<file path="config.mk">
export PLATFORM = sky130hd
export DESIGN_NAME = mem_stage_lsu
export DESIGN_NICKNAME = d
export VERILOG_FILES = /design/src/rtl/mem_stage_lsu.sv
export SDC_FILE = /design/constraint.sdc
export NUM_CORES = 1
export LEC_CHECK = 0
export BUFFER_PORTS_ARGS = -buffer_cell sky130_fd_sc_hd__buf_2
export CORE_UTILIZATION = 45
export CTS_CLUSTER_SIZE = 24
export DETAILED_ROUTE_END_ITERATION = 10
export PLACE_DENSITY = 0.83
export SLEW_MARGIN = 10
export SYNTH_ARGS = -nofsm -noshare
export SYNTH_HDL_FRONTEND = slang
export SYNTH_SLANG_ARGS = --single-unit
</file>
<file path="constraint.sdc">
create_clock -name clk -period 2.25 [get_ports clk]
set_clock_uncertainty 0.2 [all_clocks]
set_input_delay 0.3375 -clock clk [delete_from_list [all_inputs] [get_ports clk]]
set_output_delay 0.3375 -clock clk [all_outputs]
set_load 0.05 [all_outputs]
</file>
<file path="src/rtl/mem_stage_lsu.sv">
// MEM-stage load/store unit: latches one EX/MEM access, drives a 64-bit ready-handshaked memory, extends load data.
// Latency >= 2 stall cycles per access; optional LSU_MISALIGN_TRAP_EN traps misaligned accesses without a memory request.
module mem_stage_lsu #(
  parameter int ADDR_W   = 32,
  parameter int MAX_WAIT = 64
) (
  input  logic              clk,
  input  logic              rst,
  input  logic              req_valid,
  input  logic              req_we,
  input  logic [2:0]        req_func3,
  input  logic [ADDR_W-1:0] req_addr,
  input  logic [63:0]       req_wdata,
  output logic              stall,
  output logic              ld_valid,
  output logic [63:0]       ld_data,
  output logic              err,
  output logic              mem_req,
  output logic              mem_we,
  output logic [ADDR_W-1:0] mem_addr,
  output logic [7:0]        mem_wstrb,
  output logic [63:0]       mem_wdata,
  input  logic              mem_ready,
  input  logic [63:0]       mem_rdata
);

  localparam logic [1:0] IDLE   = 2'd0;
  localparam logic [1:0] ACCESS = 2'd1;
  localparam logic [1:0] DONE   = 2'd2;
  localparam logic [7:0] WAIT_LAST = 8'(MAX_WAIT - 1);

  logic [1:0]        state;
  logic              we_q;
  logic [2:0]        func3_q;
  logic [ADDR_W-1:0] addr_q;
  logic [63:0]       wdata_q;
  logic [7:0]        wait_cnt;
  logic              err_q;

  logic [2:0]  off;
  logic [7:0]  strb_base;
  logic [63:0] wdata_base;
  logic [63:0] shifted;
  logic [63:0] ld_ext;
  logic        in_access;

`ifdef LSU_MISALIGN_TRAP_EN
  function automatic logic misaligned(input logic [2:0] f3, input logic [2:0] a);
    case (f3[1:0])
      2'b00:   return 1'b0;
      2'b01:   return a[0];
      2'b10:   return |a[1:0];
      default: return |a;
    endcase
  endfunction
`endif

  // Offset masked to natural alignment; func3[1:0]=11 covers both LD/SD and the 111 alias.
  always_comb begin
    off        = 3'd0;
    strb_base  = 8'hFF;
    wdata_base = wdata_q;
    case (func3_q[1:0])
      2'b00: begin
        off        = addr_q[2:0];
        strb_base  = 8'h01;
        wdata_base = {56'd0, wdata_q[7:0]};
      end
      2'b01: begin
        off        = {addr_q[2:1], 1'b0};
        strb_base  = 8'h03;
        wdata_base = {48'd0, wdata_q[15:0]};
      end
      2'b10: begin
        off        = {addr_q[2], 2'b00};
        strb_base  = 8'h0F;
        wdata_base = {32'd0, wdata_q[31:0]};
      end
      default: begin
        off        = 3'd0;
        strb_base  = 8'hFF;
        wdata_base = wdata_q;
      end
    endcase
  end

  always_comb begin
    shifted = mem_rdata >> {off, 3'b000};
    ld_ext  = shifted;
    case (func3_q[1:0])
      2'b00:   ld_ext = func3_q[2] ? {56'd0, shifted[7:0]}  : {{56{shifted[7]}},  shifted[7:0]};
      2'b01:   ld_ext = func3_q[2] ? {48'd0, shifted[15:0]} : {{48{shifted[15]}}, shifted[15:0]};
      2'b10:   ld_ext = func3_q[2] ? {32'd0, shifted[31:0]} : {{32{shifted[31]}}, shifted[31:0]};
      default: ld_ext = shifted;
    endcase
  end

  assign in_access = (state == ACCESS);
  assign mem_req   = in_access;
  assign mem_we    = in_access && we_q;
  assign mem_addr  = in_access ? {addr_q[ADDR_W-1:3], 3'b000} : '0;
  assign mem_wstrb = (in_access && we_q) ? (strb_base << off) : 8'h00;
  assign mem_wdata = (in_access && we_q) ? (wdata_base << {off, 3'b000}) : 64'd0;
  assign stall     = !rst && (((state == IDLE) && req_valid) || in_access);
  assign ld_valid  = (state == DONE) && !we_q && !err_q;
  assign err       = (state == DONE) && err_q;

  always_ff @(posedge clk) begin
    if (rst) begin
      state    <= IDLE;
      we_q     <= 1'b0;
      func3_q  <= 3'd0;
      addr_q   <= '0;
      wdata_q  <= 64'd0;
      wait_cnt <= 8'd0;
      err_q    <= 1'b0;
      ld_data  <= 64'd0;
    end else begin
      case (state)
        IDLE: begin
          if (req_valid) begin
            we_q     <= req_we;
            func3_q  <= req_func3;
            addr_q   <= req_addr;
            wdata_q  <= req_wdata;
            wait_cnt <= 8'd0;
            err_q    <= 1'b0;
            state    <= ACCESS;
`ifdef LSU_MISALIGN_TRAP_EN
            if (misaligned(req_func3, req_addr[2:0])) begin
              err_q   <= 1'b1;
              ld_data <= 64'd0;
              state   <= DONE;
            end
`endif
          end
        end
        ACCESS: begin
          if (mem_ready) begin
            if (!we_q) ld_data <= ld_ext;
            state <= DONE;
          end else if (wait_cnt == WAIT_LAST) begin
            err_q    <= 1'b1;
            ld_data  <= 64'd0;
            wait_cnt <= 8'd0;
            state    <= DONE;
          end else begin
            wait_cnt <= wait_cnt + 8'd1;
          end
        end
        default: state <= IDLE;
      endcase
    end
  end

endmodule

</file>
==> flow_metrics.env, run 1 <==
export IMPL_die_height_um=142
export IMPL_die_x_um=142
export IMPL_place_congestion=0.942
export IMPL_grt_ovfl_total=8
export IMPL_synth_top_family_by_area="simple AND/OR/NAND/NOR gates"
export IMPL_placementRows=50
export IMPL_cts_buffers=17
export IMPL_dpl_instance_area_um2=12100
export IMPL_syn_area_um2=8840
export IMPL_synthAdderAreaFrac=0.00141
export IMPL_io_buffers=337
export IMPL_status="aborted with a tool error"
export IMPL_clockRootBuffer="clkbuf_16"
export IMPL_synth_xor_xnor_area_share=0.00594
export IMPL_hpwl_mm=26.3
export IMPL_dp_cells=1830
export IMPL_clkSinkCount=175
export IMPL_synth_top_area_share=0.396
export IMPL_cts_buffer_depth=2
export IMPL_dominantRegCellSynth="dfxtp_1"
export IMPL_worstEpCategory="top-level output"
export IMPL_synthArstFlopShare=0
export IMPL_grt_max_degree=117
export IMPL_haltStage="global routing (5_1_grt)"
export IMPL_initial_core_util=0.467
export IMPL_htree_levels=4
export IMPL_pin_count=341
export IMPL_synthTopCellsByArea="dfxtp_1 (40%), nand2_1 (15%), a21oi_1 (9.1%), nor2_1 (4.9%), clkbuf_1 (2.9%)"
export IMPL_seq_area_frac_synth=0.396
export IMPL_ys_ff_latch=175
export IMPL_error="[ERROR GRT-0232] Routing congestion too high. Check the congestion heatmap in the GUI."
export IMPL_synth_compound_area_frac=0.227
export IMPL_avgSynthCellArea_um2=7.35
export IMPL_grt_worst_setup_endpoint="mem_wdata[43]"
export IMPL_dp_slack_ns=-0.171
export IMPL_synthMuxAreaShare=0.0416
export IMPL_synth_simple_area_share=0.274
export IMPL_synth_edf_count=0
export IMPL_syn_instance_count=1203
export IMPL_synth_warnings=0
export IMPL_synth_cell_type_count=64
export IMPL_grt_use_total=0.695
export IMPL_yosysTopAreaCell="dfxtp_1"
[repair_timing]
| item | CTS |
|---|---|
| setup endpoints to repair | 161 |
| endpoints found under the hold margin | 100 |
| pin swaps | 85 |
| hold buffers | 100 |
| cloned | 10 |
| gates resized for setup | 307 |
| setup buffers | 43 |
[through the flow]
| stage | hold slack [ns] | TNS, ns |
|---|---|---|
| CTS | 0.0115 | -28.99 |
| detailed placement | 0.236 | -6.65 |
| global placement | 0.229 | -2.84 |
| floorplan | 0.232 | -8.07 |
[synthesized netlist by cell type, types with 12 or more instances]
cell type	number
nor2_1	115
o21ai_0	25
o21ai_1	21
and2_1	40
mux2i_1	21
clkbuf_1	69
a211o_1	15
dfxtp_1	175
a21oi_1	161
nand2_1	342
nand3_1	21
buf_2	12
a22oi_1	32
[cell families after synthesis]
family	count (synthesis)
other	1
adders and majority gates	1
muxes	28
xor gates and xnor gates	6
AOI/OAI and AO/OA	317
buffers and inverters	109
DFF	175
and+or+nand+nor	566
[routing by layer]
layer | global-route usage | GRT overflow
met3 | 0.543 | 0
met2 | 0.869 | 1
met1 | 0.683 | 0
met5 | 0.281 | 0
met4 | 0.692 | 7
==> inputs of run 2 (changes only) <==
- CORE_UTILIZATION: 45 -> 35
- CTS_CLUSTER_SIZE: 24 -> default
- PLACE_DENSITY: 0.83 -> default
- PLACE_DENSITY_LB_ADDON: default -> 0.15
- clock period: 2.25 -> 2.9 ns (I/O delays scaled with it)
==> run 2 against run 1 <==
- the run now ends clean
- synthesized cell count is the same
- synthesized area unchanged
==> flow_metrics.env, run 2 <==
export IMPL_status="complete, no violations"
export IMPL_dominantRegCellSynth="dfxtp_1"
export IMPL_fin_nets=1673
export IMPL_grt_ovfl_total=0
export IMPL_grt_use_total=0.262
export IMPL_clockRootBuffer="clkbuf_16"
export IMPL_cts_hold_buf=0
export IMPL_tightest_slew_ns=0.576
export IMPL_maxSlewViolCount=0
export IMPL_period_share=0.975
export IMPL_hp_start="req_addr[16]"
export IMPL_cts_tree="built"
export IMPL_dpl_instance_area_um2=11000
export IMPL_end_kind="output port"
export IMPL_cp_max_fo=15
export IMPL_synthArstFlopShare=0
export IMPL_peakVddDrop_v=0.000316
export IMPL_place_congestion=0.914
export IMPL_vias=9617
export IMPL_reg2reg_from="func3_q[0]"
export IMPL_syn_instance_count=1203
export IMPL_dieArea_um2=25900
export IMPL_post_route_util=0.479
export IMPL_cp_buffers_inverters=1
export IMPL_synth_warnings=0
export IMPL_cts_buffers=17
export IMPL_largestRegisters="ld_data x64, wdata_q x64, addr_q x32"
export IMPL_finalInstanceArea_um2=11800
export IMPL_met2_usage=0.445
export IMPL_fin_crit_ns=2.83
export IMPL_grtUsageMet3=0.0509
export IMPL_synth_cell_type_count=64
export IMPL_initial_core_util=0.361
export IMPL_io_buffers=337
export IMPL_startpoint="func3_q[1]"
export IMPL_grt_busiest_layer="met2"
export IMPL_yosysMostFrequentCell="nand2_1"
export IMPL_yosysTopAreaCell="dfxtp_1"
export IMPL_grt_pass1_wl_mm=52.2
export IMPL_hpwl_mm=25.3
export IMPL_seq_area_frac_synth=0.396
export IMPL_drv_cap=0
export IMPL_grt_util_met1=0.340
export IMPL_max_stage_delay_ns=0.41
export IMPL_path_cells="nand2b_2 -> nor2_2 -> a22oi_1 -> nor2_1 -> a21oi_1 -> nor2_1 -> buf_2"
export IMPL_leakage_nw=5.38
export IMPL_drc=0
export IMPL_most_common_layout_cells="nand2_1 (340), buf_2 (314), dfxtp_1 (170), a21oi_1 (160), nor2_1 (105)"
export IMPL_syn_to_final_growth_pct=32.9
export IMPL_synth_top_family_by_area="simple AND/OR/NAND/NOR gates"
export IMPL_path_clk_slew_ns=0.08
export IMPL_first_pass_iters=7
export IMPL_htree_levels=4
export IMPL_maxSlewHeadroom=0.615
export IMPL_drt_initial_drc_count=840
export IMPL_ys_ff_latch=175
export IMPL_wl_per_cell_um=19.0
export IMPL_pin_count=341
export IMPL_fillers=2613
export IMPL_crit_arrival_ns=2.19
export IMPL_syn_area_um2=8840
export IMPL_mostFrequentLayoutCell="nand2_1"
export IMPL_critical_path_class="flop to output port"
export IMPL_cp_common_cell="nor2_1"
export IMPL_slowest_stage="dfxtp_4"
export IMPL_coreArea_um2=24500
export IMPL_ant_nets=0
export IMPL_finalSetupViolations=0
export IMPL_num_antenna_cells=0
export IMPL_worstHoldPathType="input port to flop"
export IMPL_drive_gt1_frac=0.327
export IMPL_start_kind="flop"
export IMPL_synth_xor_xnor_area_share=0.00594
export IMPL_synthMuxAreaShare=0.0416
export IMPL_grt_pass1_vias=9021
export IMPL_clock_latency_ns=0.43
export IMPL_die_x_um=161
export IMPL_fmax_ghz=0.354
export IMPL_synth_edf_count=0
export IMPL_tns_ns=0
export IMPL_path_delay_family="simple AND/OR/NAND/NOR gates"
export IMPL_synth_top_area_share=0.396
export IMPL_hold_viol=0
export IMPL_synth_simple_area_share=0.274
export IMPL_synth_compound_area_frac=0.227
export IMPL_synthAdderAreaFrac=0.00141
export IMPL_synth_common_cells="nand2_1 (342), dfxtp_1 (175), a21oi_1 (161)"
export IMPL_antenna_found_initial=0
export IMPL_via_per_inst=5.22
export IMPL_powerDensity_nw_per_um2=529
export IMPL_grt_max_degree=107
export IMPL_clkSinkCount=175
export IMPL_die_height_um=161
export IMPL_wl_mm=34.9
export IMPL_placementRows=57
export IMPL_synthTopCellsByArea="dfxtp_1 (40%), nand2_1 (15%), a21oi_1 (9.1%), nor2_1 (4.9%), clkbuf_1 (2.9%)"
export IMPL_avgSynthCellArea_um2=7.35
export IMPL_worstPathRequired_ns=2.27
export IMPL_rsz0062_at_grt="yes"
export IMPL_cts_buffer_depth=2
-- run 2: cell counts after synthesis --
Identical to the previous run, type by type.
-- run 2: final cells by class --
cell class                      instances  area, um2  area share
Clock buffer                           17        425      0.0362
Clock inverter                         15        166      0.0142
Inverter                               10       41.3     0.00351
Multi-Input combinational cell        922       5020       0.427
Sequential cell                       175       3510       0.299
Tap cell                              324        405      0.0345
Timing Repair Buffer                  378       2180       0.185
-- run 2: stage by stage --
stage / worst slack, ns / total power (W) / hold WS (ns) / instances
finish: 0.0733 / 0.00621 / 0.0223 / 1841
global route: -0.00861 / 0.00647 / 0.00812 / 1841
CTS: 0.000631 / 0.00625 / 0.00531 / 1837
detailed placement: 0.179 / 0.00389 / 0.236 / 1803
global placement: 0.206 / 0.00389 / 0.230 / 1803
floorplan: -0.0552 / 0.00345 / 0.232 / 1205
-- run 2: worst min-delay path, delay by kind of cell --
kind | cells | cell delay, ns
compound gates | 1 | 0.05
buf+inv | 1 | 0.09
simple gates | 1 | 0.04
-- run 2: kinds of logic after synthesis --
family	Yosys count
other cells	1
compound gates	317
flops	175
fa+ha+maj	1
xor+xnor	6
simple gates	566
buf+inv	109
mux	28
-- run 2: layer usage --
layer | part of all wire | up-vias
met4 | 0.017 | 0
met3 | 0.068 | 39
li1 | - | 4663
met2 | 0.48 | 408
met5 | 0 | -
met1 | 0.43 | 4507
-- run 2: path summary, 6_finish.rpt --
| path | to | slack, ns | depth (start not counted) |
|---|---|---|---|
| min | addr_q[16] | 0.02 | 3 |
| max reg2reg | ld_data[59] | 0.24 | 10 |
| min reg2reg | ld_data[56] | 0.25 | 2 |
| max | mem_wdata[48] | 0.07 | 7 |
-- run 2: report_power, final --
| part | internal [W] | total [W] | switching [W] |
|---|---|---|---|
| logic | 0.000408 | 0.00122 | 0.000815 |
| clock network | 0.00123 | 0.00235 | 0.00112 |
| registers | 0.00254 | 0.00264 | 0.000102 |
| total | 0.00418 | 0.00621 | 0.00204 |
-- run 2: repair_timing --
item | 4_1_cts | 5_1_grt
gates resized for setup | 27 | 20
setup buffers | 2 | 3
endpoints found under the setup margin | 59 | 51
gates cloned | 0 | 1
hold endpoints to repair | 0 | 0
pin swaps | 2 | 2
(Power assumes the default switching activity.)
==> inputs of run 3 (changes only) <==
- ABC_AREA: default -> 1
- CAP_MARGIN: default -> 15
- clock period: 2.9 -> 2.7 ns (I/O delays scaled with it)
==> run 3 against run 2 <==
- the flow now finishes with violations (setup timing)
- first-iteration DRC count grew 12%
- non-clock buffer count grew 15
- synthesized area up 8.9%
- sequential share of layout area down 3.4 points
- setup slack worse by 0.10 ns
- global-route usage up 0.47 points
- die area up 8.8%
- combinational power rose by 70%
- routed wire length rose by 10%
- highest routed layer is now met5
==> flow_metrics.env, run 3 <==
export IMPL_start_kind="flop"
export IMPL_drc=0
export IMPL_status="finished with violations"
export IMPL_initial_core_util=0.357
export IMPL_dominantRegCellSynth="dfxtp_1"
export IMPL_grt_use_total=0.267
export IMPL_die_height_um=168
export IMPL_area_sequential_um2=3510
export IMPL_io_buffers=337
export IMPL_placementRows=60
export IMPL_synthArstFlopShare=0
export IMPL_rsz0062_at_grt="yes"
export IMPL_via_per_inst=5.20
export IMPL_fillers=2796
export IMPL_drt_initial_drc_count=937
export IMPL_fin_ws_ns=-0.0304
export IMPL_cts_buffers=17
export IMPL_max_stage_delay_ns=0.41
export IMPL_r2r_end="ld_data[12]"
export IMPL_cts_buffer_depth=2
export IMPL_clkSinkCount=175
export IMPL_largestRegisters="ld_data x64, wdata_q x64, addr_q x32"
export IMPL_clock_power_share=0.355
export IMPL_path_clk_slew_ns=0.08
export IMPL_synth_top_area_share=0.364
export IMPL_grt_pass1_vias=10600
export IMPL_syn_to_final_growth_pct=37.4
export IMPL_dp_cells=2123
export IMPL_synth_warnings=0
export IMPL_seqPwrFrac=0.376
export IMPL_leakage_nw=6.10
export IMPL_mostFrequentLayoutCell="nand2_1"
export IMPL_multi_input_area_um2=5530
export IMPL_combPwrFrac=0.269
export IMPL_peakVddDrop_v=0.000417
export IMPL_syn_area_um2=9630
export IMPL_fmax_ghz=0.366
export IMPL_wl_mm=38.5
export IMPL_hold_viol=0
export IMPL_htree_levels=4
export IMPL_powerDensity_nw_per_um2=580
export IMPL_yosysMostFrequentCell="nand2_1"
export IMPL_path_cells="buf_6 -> nor2_4 -> nor2_4 -> clkinvlp_4 -> nor2_4 -> clkinvlp_4 -> buf_12 -> nor2_4 -> buf_12"
export IMPL_reg2reg_slack_ns=0.24
export IMPL_coreArea_um2=27000
export IMPL_period_share=1.01
export IMPL_p_int_w=0.00485
export IMPL_whs_path_depth=3
export IMPL_grt_ovfl_total=0
export IMPL_p_sw_frac=0.369
export IMPL_ant_nets=0
export IMPL_end_kind="output port"
export IMPL_fin_crit_ns=2.73
export IMPL_most_common_layout_cells="nand2_1 (314), buf_2 (284), o21ai_0 (194), dfxtp_1 (172), nor2_1 (167)"
export IMPL_drv_cap=0
export IMPL_worstHoldPathType="input port to flop"
export IMPL_grt_pass1_wl_mm=58.5
export IMPL_cp_common_cell="nor2_4"
export IMPL_first_pass_iters=6
export IMPL_fin_nets=1985
export IMPL_hp_start="req_wdata[60]"
export IMPL_avgSynthCellArea_um2=6.34
export IMPL_seq_area_frac_synth=0.364
export IMPL_r2r_cells=10
export IMPL_place_congestion=0.934
export IMPL_min_to="wdata_q[60]"
export IMPL_vias=11300
export IMPL_switchingPower_w=0.00284
export IMPL_drive_gt1_frac=0.297
export IMPL_violations="setup timing"
export IMPL_crit_arrival_ns=2.13
export IMPL_die_x_um=168
export IMPL_tightest_slew_ns=0.923
export IMPL_finalSetupViolations=2
export IMPL_yosysTopAreaCell="dfxtp_1"
export IMPL_clock_latency_ns=0.43
export IMPL_wl_per_cell_um=17.7
export IMPL_antenna_found_initial=3
export IMPL_grt_max_degree=149
export IMPL_maxSlewHeadroom=0.384
export IMPL_ys_ff_latch=175
export IMPL_synth_common_cells="nand2_1 (316), nor2_1 (208), o21ai_0 (203)"
export IMPL_pin_count=341
export IMPL_cp_max_fo=7
export IMPL_dieArea_um2=28200
export IMPL_synthTopCellsByArea="dfxtp_1 (36%), nand2_1 (12%), o21ai_0 (11%), nor2_1 (8.1%), a21oi_1 (7.9%)"
export IMPL_critical_path_class="flop to output port"
export IMPL_finalNonFillerCells=2172
export IMPL_slowest_stage="dfxtp_4"
export IMPL_hpwl_mm=27.9
export IMPL_hold_ws_ns=0.00749
export IMPL_synth_edf_count=0
export IMPL_reg2reg_from="func3_q[1]"
export IMPL_synth_cell_type_count=40
export IMPL_cts_tree="built"
export IMPL_syn_instance_count=1519
export IMPL_clockRootBuffer="clkbuf_16"
export IMPL_maxSlewViolCount=0
export IMPL_worstPathRequired_ns=2.10
run 3: logic make-up after synthesis:
family / after synthesis / synth area share
fa+ha+maj: 1 / 0.00130
simple gates: 643 / 0.278
compound gates: 421 / 0.233
other cells: 1 / 0.000389
mux: 2 / 0.00208
buf+inv: 272 / 0.118
xor+xnor: 4 / 0.00364
flops: 175 / 0.364
run 3: power by group through the flow:
stage | combinational [W] | clock (W) | sequential, W
final | 0.00207 | 0.00273 | 0.00289
after global routing | 0.00225 | 0.00285 | 0.00291
after CTS | 0.00200 | 0.00277 | 0.00289
after detailed placement | 0.00195 | 0 | 0.00294
after global placement | 0.00194 | 0 | 0.00294
after floorplan | 0.00122 | 0 | 0.00306
run 3: final cells by class:
type	count	share of cell area
multi-input cells	1074	0.418
flip-flops and latches	175	0.265
repair buffers	393	0.191
inverters	155	0.0458
well taps	341	0.0322
clock buffers	17	0.0321
clock inverters	15	0.0159
diodes	2	0.000378
run 3: critical path, delay by kind of cell, from the launching register on:
kind / cells / cell delay (ns)
DFF: 1 / 0.41
and+or+nand+nor: 4 / 0.51
buffers and inverters: 5 / 0.77
run 3: timing repair:
item,CTS,global route
hold buffers,0,0
setup buffers,6,7
endpoints found under the setup margin,71,63
pin swaps,6,2
cloned,1,1
gates resized for setup,88,51
run 3: per-stage QoR:
step,util,worst slack [ns],power (W),cell area [um2],setup TNS [ns]
CTS,0.482,-0.0193,0.00765,13000,-0.0316
global placement,0.445,0.143,0.00488,12000,0
finish,0.491,-0.0304,0.00768,13200,-0.0395
floorplan,-,-0.471,0.00428,10000,-7.37
detailed placement,0.445,0.109,0.00489,12000,0
global route,0.491,-0.109,0.00801,13200,-1.31
run 3: worst max-delay path by stage:
stage,startpoint,end,slack [ns],cells past startpoint
after detailed placement,func3_q[0],mem_wstrb[4],0.11,8
final,func3_q[1],mem_wdata[2],-0.03,9
after global routing,func3_q[1],mem_wdata[2],-0.11,9
after CTS,func3_q[1],mem_wdata[2],-0.02,11
after global placement,func3_q[0],mem_wstrb[4],0.14,8
after floorplan,state[0],mem_wdata[0],-0.47,10
run 3: layer usage:
metal  up-vias  GRT usage  share of wire
met1      5236      0.332           0.42
met5         -          0        0.00034
met4         2     0.0909          0.027
met3        63     0.0496          0.068
li1       5515          -              -
met2       478      0.462           0.48
==> inputs of run 4 (changes only) <==
- PLACE_DENSITY: default -> 0.7
- PLACE_DENSITY_LB_ADDON: 0.15 -> default
==> run 4 against run 3 <==
- the flow still finishes with violations (setup timing)
- global-route usage is 0.77 points lower
- clock power fell by 7.7%
- sequential share of layout area shrank 0.15 points
- combinational power about the same
- critical path type unchanged
- sequential power about the same
==> flow_metrics.env, run 4 (same netlist as run 3, synthesis figures left out) <==
export IMPL_dpl_instance_area_um2=12000
export IMPL_placementRows=60
export IMPL_grt_ovfl_total=0
export IMPL_die_x_um=168
export IMPL_clock_latency_ns=0.44
export IMPL_maxSlewHeadroom=0.569
export IMPL_post_route_util=0.494
export IMPL_end_kind="output port"
export IMPL_path_clk_slew_ns=0.09
export IMPL_worstPathRequired_ns=2.10
export IMPL_leakage_nw=6.11
export IMPL_vias=11400
export IMPL_most_common_layout_cells="nand2_1 (314), buf_2 (280), o21ai_0 (195), dfxtp_1 (171), nor2_1 (163)"
export IMPL_cts_buffers=17
export IMPL_rsz0062_at_grt="yes"
export IMPL_initial_core_util=0.357
export IMPL_drc=0
export IMPL_hpwl_mm=27.5
export IMPL_drive_gt1_frac=0.300
export IMPL_dieArea_um2=28200
export IMPL_area_sequential_um2=3510
export IMPL_via_per_inst=5.24
export IMPL_coreArea_um2=27000
export IMPL_tns_ns=-0.589
export IMPL_critical_path_class="flop to output port"
export IMPL_drt_initial_drc_count=1056
export IMPL_grtUsageMet3=0.0604
export IMPL_syn_to_final_growth_pct=38.3
export IMPL_first_pass_iters=6
export IMPL_clkSinkCount=175
export IMPL_htree_levels=4
export IMPL_cts_buffer_depth=2
export IMPL_grt_util_met1=0.316
export IMPL_hold_viol=0
export IMPL_powerDensity_nw_per_um2=560
export IMPL_mostFrequentLayoutCell="nand2_1"
export IMPL_startpoint="func3_q[1]"
export IMPL_worstHoldPathType="input port to flop"
export IMPL_grt_busiest_layer="met2"
export IMPL_fin_nets=1994
export IMPL_fin_crit_ns=2.75
export IMPL_met2_usage=0.444
export IMPL_dp_slack_ns=0.0583
export IMPL_finalSetupViolations=16
export IMPL_hp_start="req_wdata[45]"
export IMPL_largestRegisters="ld_data x64, wdata_q x64, addr_q x32"
export IMPL_crit_arrival_ns=2.15
export IMPL_tightest_slew_ns=0.646
export IMPL_grt_max_degree=148
export IMPL_grt_pass1_vias=10500
export IMPL_violations="setup timing"
export IMPL_multi_input_area_um2=5560
export IMPL_finalInstanceArea_um2=13300
export IMPL_grt_use_total=0.259
export IMPL_status="finished with violations"
export IMPL_reg2reg_from="func3_q[1]"
export IMPL_maxSlewViolCount=0
export IMPL_wl_per_cell_um=17.4
export IMPL_ant_nets=0
export IMPL_antenna_found_initial=8
export IMPL_io_buffers=337
export IMPL_cp_max_fo=8
export IMPL_wl_mm=37.9
export IMPL_start_kind="flop"
export IMPL_cts_tree="built"
export IMPL_dp_cells=2121
export IMPL_fin_ws_ns=-0.0507
export IMPL_period_share=1.02
export IMPL_peakVddDrop_v=0.000477
export IMPL_fillers=2655
export IMPL_drv_cap=0
export IMPL_pin_count=341
export IMPL_fmax_ghz=0.364
export IMPL_place_congestion=0.910
export IMPL_grt_pass1_wl_mm=56.9
export IMPL_finalNonFillerCells=2184
export IMPL_clockRootBuffer="clkbuf_16"
export IMPL_die_height_um=168
## run 4: changes by cell type in the layout (fill, tap and decap cells not counted), sizes merged
cell         before  now
bufinv            2    0
clkinvlp          3    4
nand4             1    2
clkinv            5   10
diode             2    5
dlygate4sd3       0    9
inv             160  156
buf             382  381
## run 4: stage by stage
stage               power (W)  hold slack [ns]
detailed placement    0.00485            0.245
floorplan             0.00428            0.230
finish                0.00746           0.0160
CTS                   0.00739          0.00398
global route          0.00781           0.0120
global placement      0.00483            0.238
## run 4: layout make-up
type | count | share of cell area
Clock inverter | 15 | 0.0129
Tap cell | 341 | 0.0320
Inverter | 155 | 0.0470
Multi-Input combinational cell | 1075 | 0.417
Sequential cell | 175 | 0.264
Clock buffer | 17 | 0.0319
Timing Repair Buffer | 401 | 0.194
Antenna cell | 5 | 0.000939
## run 4: timing repair
item	in CTS	in global routing
gates resized for setup	55	109
pin swaps	2	4
setup buffers	5	10
gates cloned	0	2
endpoints found under the hold margin	9	0
hold buffers	9	0
endpoints found under the setup margin	72	104
## run 4: critical path, stage by stage (launching register included)
cell	delay, ns
dfxtp_4	0.42
nor2_4	0.05
nand2_4	0.12
clkinv_8	0.08
nor2_4	0.16
clkinvlp_4	0.16
nor2_4	0.16
clkinvlp_4	0.12
buf_12	0.17
nor2_4	0.09
buf_6	0.16
## run 4: routing by layer
| layer | share of wire | routed length (um) |
|---|---|---|
| met1 | 0.40 | 15100 |
| met2 | 0.49 | 18400 |
| met3 | 0.089 | 3390 |
| met4 | 0.025 | 950 |
| met5 | 0.0011 | 41 |
## run 4: final timing paths
| check | end | slack (ns) | cells after the start |
|---|---|---|---|
| max | mem_wdata[4] | -0.05 | 10 |
| min reg2reg | addr_q[31] | 0.25 | 2 |
| min | wdata_q[45] | 0.02 | 3 |
| max reg2reg | ld_data[21] | 0.22 | 11 |
## run 4: where the power goes
group          switching [W]  internal [W]
Sequential          0.000117       0.00277
Combinational        0.00142      0.000628
Clock                0.00127       0.00125
